**src/rtl/uart_hex_pkg.sv**
```systemverilog
// Shared state encodings and ASCII constants for the UART hex word printer.
package uart_hex_pkg;

    typedef enum logic [1:0] {
        IDLE  = 2'd0,
        ISSUE = 2'd1,
        GAP   = 2'd2
    } state_e;

    localparam logic [7:0] ASCII_ZERO = 8'h30;
    localparam logic [7:0] ASCII_A    = 8'h41;
    localparam logic [7:0] ASCII_CR   = 8'h0D;
    localparam logic [7:0] ASCII_LF   = 8'h0A;

endpackage

```
**src/rtl/hex_nibble_to_ascii.sv**
```systemverilog
// Converts one nibble into its uppercase ASCII hex digit.
module hex_nibble_to_ascii
    import uart_hex_pkg::*;
(
    input  logic [3:0] nibble,
    output logic [7:0] ascii
);

    always_comb begin
        ascii = (nibble < 4'd10) ? (ASCII_ZERO + 8'(nibble))
                                 : (ASCII_A + 8'(nibble - 4'd10));
    end

endmodule

```
**src/rtl/uart_hex_sender.sv**
```systemverilog
// Prints a captured word as uppercase hex, MSB nibble first, then a line terminator.
// Define UART_HEX_SENDER_CRLF_EN to terminate with CR LF instead of LF alone.
module uart_hex_sender
    import uart_hex_pkg::*;
#(
    parameter int unsigned WORDW = 32
) (
    input  logic             clk,
    input  logic             reset,
    input  logic             in_valid,
    input  logic [WORDW-1:0] in_data,
    output logic             in_ready,
    input  logic             tx_ready,
    output logic             tx_start,
    output logic [7:0]       tx_data,
    output logic             busy
);

    localparam int unsigned NHEX  = WORDW / 4;
`ifdef UART_HEX_SENDER_CRLF_EN
    localparam int unsigned NTERM = 2;
`else
    localparam int unsigned NTERM = 1;
`endif
    localparam int unsigned NCHAR = NHEX + NTERM;
    localparam int unsigned IDXW  = $clog2(NCHAR);

    state_e           state_q, state_d;
    logic [IDXW-1:0]  idx_q, idx_d, sel_idx;
    logic [WORDW-1:0] word_q, word_d, src;
    logic [7:0]       tx_data_q, tx_data_d, hex_char, sel_char;
    logic [3:0]       nibble;

    // Character for the next index: from in_data on accept, else from the held word.
    always_comb begin
        src     = (state_q == IDLE) ? in_data : word_q;
        sel_idx = (state_q == IDLE) ? '0 : (idx_q + IDXW'(1));
        nibble  = 4'((src << {sel_idx, 2'b00}) >> (WORDW - 4));
        if (sel_idx < IDXW'(NHEX)) begin
            sel_char = hex_char;
        end else if ((NTERM == 2) && (sel_idx == IDXW'(NHEX))) begin
            sel_char = ASCII_CR;
        end else begin
            sel_char = ASCII_LF;
        end
    end

    hex_nibble_to_ascii u_nib (
        .nibble (nibble),
        .ascii  (hex_char)
    );

    always_comb begin
        state_d   = state_q;
        idx_d     = idx_q;
        word_d    = word_q;
        tx_data_d = tx_data_q;
        case (state_q)
            IDLE: begin
                if (in_valid) begin
                    word_d    = in_data;
                    idx_d     = '0;
                    tx_data_d = sel_char;
                    state_d   = ISSUE;
                end
            end
            ISSUE: begin
                if (tx_ready) begin
                    state_d = GAP;
                end
            end
            GAP: begin
                // Single-cycle gap lets the transmitter drop tx_ready before we look again.
                if (idx_q == IDXW'(NCHAR - 1)) begin
                    idx_d   = '0;
                    state_d = IDLE;
                end else begin
                    idx_d     = sel_idx;
                    tx_data_d = sel_char;
                    state_d   = ISSUE;
                end
            end
            default: begin
                state_d = IDLE;
                idx_d   = '0;
            end
        endcase
    end

    always_ff @(posedge clk or negedge reset) begin
        if (!reset) begin
            state_q   <= IDLE;
            idx_q     <= '0;
            word_q    <= '0;
            tx_data_q <= 8'h00;
        end else begin
            state_q   <= state_d;
            idx_q     <= idx_d;
            word_q    <= word_d;
            tx_data_q <= tx_data_d;
        end
    end

    assign in_ready = (state_q == IDLE);
    assign busy     = (state_q != IDLE);
    assign tx_start = (state_q == ISSUE) && tx_ready;
    assign tx_data  = tx_data_q;

endmodule

```
**config.mk**
```make
export PLATFORM = sky130hd
export DESIGN_NAME = uart_hex_sender
export DESIGN_NICKNAME = d
export VERILOG_FILES = /design/src/rtl/uart_hex_pkg.sv /design/src/rtl/hex_nibble_to_ascii.sv /design/src/rtl/uart_hex_sender.sv
export SDC_FILE = /design/constraint.sdc
export NUM_CORES = 1
export LEC_CHECK = 0
export CAP_MARGIN = 20
export CORE_MARGIN = 3
export CORE_UTILIZATION = 49
export DETAILED_ROUTE_END_ITERATION = 6
export GPL_TIMING_DRIVEN = 0
export PLACE_DENSITY = 0.76
export SETUP_SLACK_MARGIN = 0.1
export SLEW_MARGIN = 20
export SYNTH_ARGS = -nofsm -noshare
export SYNTH_HDL_FRONTEND = slang
export SYNTH_HIERARCHICAL = 1
export SYNTH_SLANG_ARGS = --single-unit
```
**constraint.sdc**
```tcl
create_clock -name clk -period 5.4 [get_ports clk]
set_input_delay 0.81 -clock clk [delete_from_list [all_inputs] [get_ports clk]]
set_output_delay 0.81 -clock clk [all_outputs]
set_load 0.05 [all_outputs]
```
==> flow_summary.yaml <==
synth:
  async_reset_ff_frac: 1.00
  synth_edf_count: 0
  yosys_warnings: 6
  ys_types: 35
  synth_area_leaders: "dfrtp_1, mux2_4, mux2i_1"
  yosysSeqAreaShare: 0.463
  synth_area_per_cell_um2: 13.4
  ys.flop_type: "dfrtp_1"
  synthMuxAreaShare: 0.259
  synth_top_family_by_area: "multiplexers"
  synth_xor_area_frac: 0.0211
  syn_nets: 228
  synth_top_area_cell: "dfrtp_1"
  synth_top_area_share: 0.463
  synth_fa_ha_area_frac: 0.0302
  synth_compound_area_frac: 0.109
  syn-cell-area_um2: 2490
  synthCells: 186
  synth_seq_cells: 46
  yosys.area_share.simple: 0.0564
timing:
  max-slew-margin-rel: 0.641
  layout_worst_path_cycle_share: 0.609
  finalMaxSlewViolations: 0
  tightestPinTransition_ns: 0.539
  finalHoldViolations: 0
  clock.fmax_mhz: 304
  rsz0062_at_grt: "no"
  skew_ns: 0.0154
  setup_viol: 0
  fin_crit_ns: 3.29
  fin_setup_tns_ns: 0
outcome:
  status: "complete, no violations"
setup_path:
  path_max_fanout: 10
  worst_ep_required_time_ns: 5.58
  cp-start-kind: "flip-flop"
  path_class: "reg2reg"
  startpoint: "idx_q[0]"
  worstPathArrival_ns: 3.47
  reg2reg_from: "idx_q[0]"
  end_kind: "flip-flop"
route:
  vias_per_cell: 5.18
  first_pass_iters: 4
  finalWirelength_um: 4700
  met3WireLength_um: 202
  drcViolationCount: 0
  wl_met2_um: 2240
  wl_per_cell_um: 15.3
  drtAntennaViolNets: 0
  maxUsedRoutingLayer: "met4"
  first_iter_violations: 36
  m1WireLength_um: 2180
  vias: 1594
clocking:
  worstSkewPairLatency_ns: 0.30
  post_cts_buffers: 0
  cts_tree: "built"
  h-tree-depth: 2
  hold_buffers: 0
  cts-root-buf: "clkbuf_8"
  cts_buffer_depth: 2
  cts_buffers: 5
  cts_resized: 0
  clkSlewWorstSetupHoldPaths_ns: 0.09
  clock_sinks: 46
power_and_ir_drop:
  power_density_nw_per_um2: 670
  p_leak_uw: 0.00138
  ir_worst_vdd_uv: 281
layout:
  utilization: 0.655
  drive_above_1_share: 0.232
  nets: 282
  diodes: 0
  syn_to_final_growth_pct: 26.9
grt:
  gr-total-overflow: 0
  grt_pass1_wl_um: 8130
  grt_pass1_vias: 1708
  grt_max_degree: 26
  track_usage: 0.172
  antenna_found_initial: 0
min_path:
  hold_path.class: "in2async"
floorplanning:
  pin_count: 47
  die_w_um: 77.2
  start_util: 0.516
  rows: 25
  die_y_um: 77.2
  core_area_um2: 4820
  die_area_um2: 5960
flow_run:
  maxCapViolations: 0
placement:
  portBuffers: 46
  dp_hpwl_um: 3500
  finalWeightedCongestion: 0.784
-- where the power goes --
group	leakage [uW]	total [uW]	switching, uW	internal, uW
Clock	0.0000514	254	116	138
Sequential	0.000550	609	97.1	512
Combinational	0.000774	1250	617	634
Total	0.00138	2110	829	1280
-- cell usage in the layout (no fill, tap or decap), types with 5 or more instances in the layout --
master and n:
o21ai_0 5, clkbuf_8 5, a22oi_1 8, mux2i_1 16
buf_12 5, dfrtp_1 46, inv_1 6, nand2_1 8
nor2_1 7, ha_1 6, clkdlybuf4s50_1 45, mux2_4 30
a22o_1 8
-- flip-flops by register name, indices dropped and copies added (netlist names) --
| register | cells |
|---|---|
| tx_data | 8 |
| word_q | 32 |
| state_q | 2 |
| idx_q | 4 |
-- final timing paths --
path / slack, ns / end / depth (start not counted)
min in group clk: 0.51 / tx_data[7] / 1
max reg2reg: 2.11 / tx_data[4] / 15
min reg2reg: 0.51 / tx_data[7] / 1
min: 0.48 / tx_data[7] / 1
max: 2.11 / tx_data[4] / 15
max in group asynchronous: 4.40 / word_q[25] / 2
-- cell usage after synthesis, types with 2 or more instances --
library cell,instances
a22o_1,8
nand3_1,2
o21ai_0,5
buf_12,4
mux2_4,30
nand2_1,8
mux2_2,3
ha_1,6
xnor2_1,2
o22a_1,2
a22oi_1,8
inv_1,6
dfrtp_1,46
a21oi_1,3
nor2_1,7
buf_4,2
buf_2,2
a32o_1,4
xor2_1,4
and2_1,3
nor3b_1,2
mux2i_1,16
-- worst max-delay path, cell delays in order (launching register included) --
cell,delay [ns]
dfrtp_1,0.41
inv_1,0.10
ha_1,0.28
buf_2,0.25
buf_4,0.28
mux2i_1,0.25
a22oi_1,0.11
a32o_1,0.30
inv_1,0.12
ha_1,0.16
inv_1,0.04
ha_1,0.31
nand3b_1,0.13
xor2_1,0.15
nand2_1,0.07
a22o_1,0.20
-- kinds of logic (layout without fill, tap and decap cells) --
kind of cell	count (synthesis)	in the layout
xor+xnor	6	6
flops	46	46
fa+ha+maj	6	6
compound gates	35	35
buf+inv	16	71
mux	49	49
other cells	1	1
simple gates	27	27
-- stage by stage --
step                cell area, um2  setup WS, ns  hold slack [ns]  cells  total power [uW]
floorplan                     2490          2.52            0.480    186              1590
global placement              3030          2.19            0.491    299              1840
detailed placement            3050          2.13            0.492    300              1870
CTS                           3160          2.10            0.486    308              2130
global route                  3160          1.85            0.517    308              2270
finish                        3160          2.11            0.479    308              2110
-- layout make-up --
class | count | area [um2]
fill | 408 | 1660
inverter | 7 | 31.3
buffer | 9 | 116
clock buffer | 6 | 72.6
clock inverter | 2 | 37.5
tap | 67 | 83.8
timing repair buffer | 47 | 475
multi-input combinational | 124 | 1190
sequential | 46 | 1150
-- layer usage --
layer  up-vias  global-route usage
met2        35               0.294
met1       771               0.215
met3         7              0.0376
li1        781                   -
met4         0              0.0587
met5         -                   0
Power figures use the tool's default switching activity.
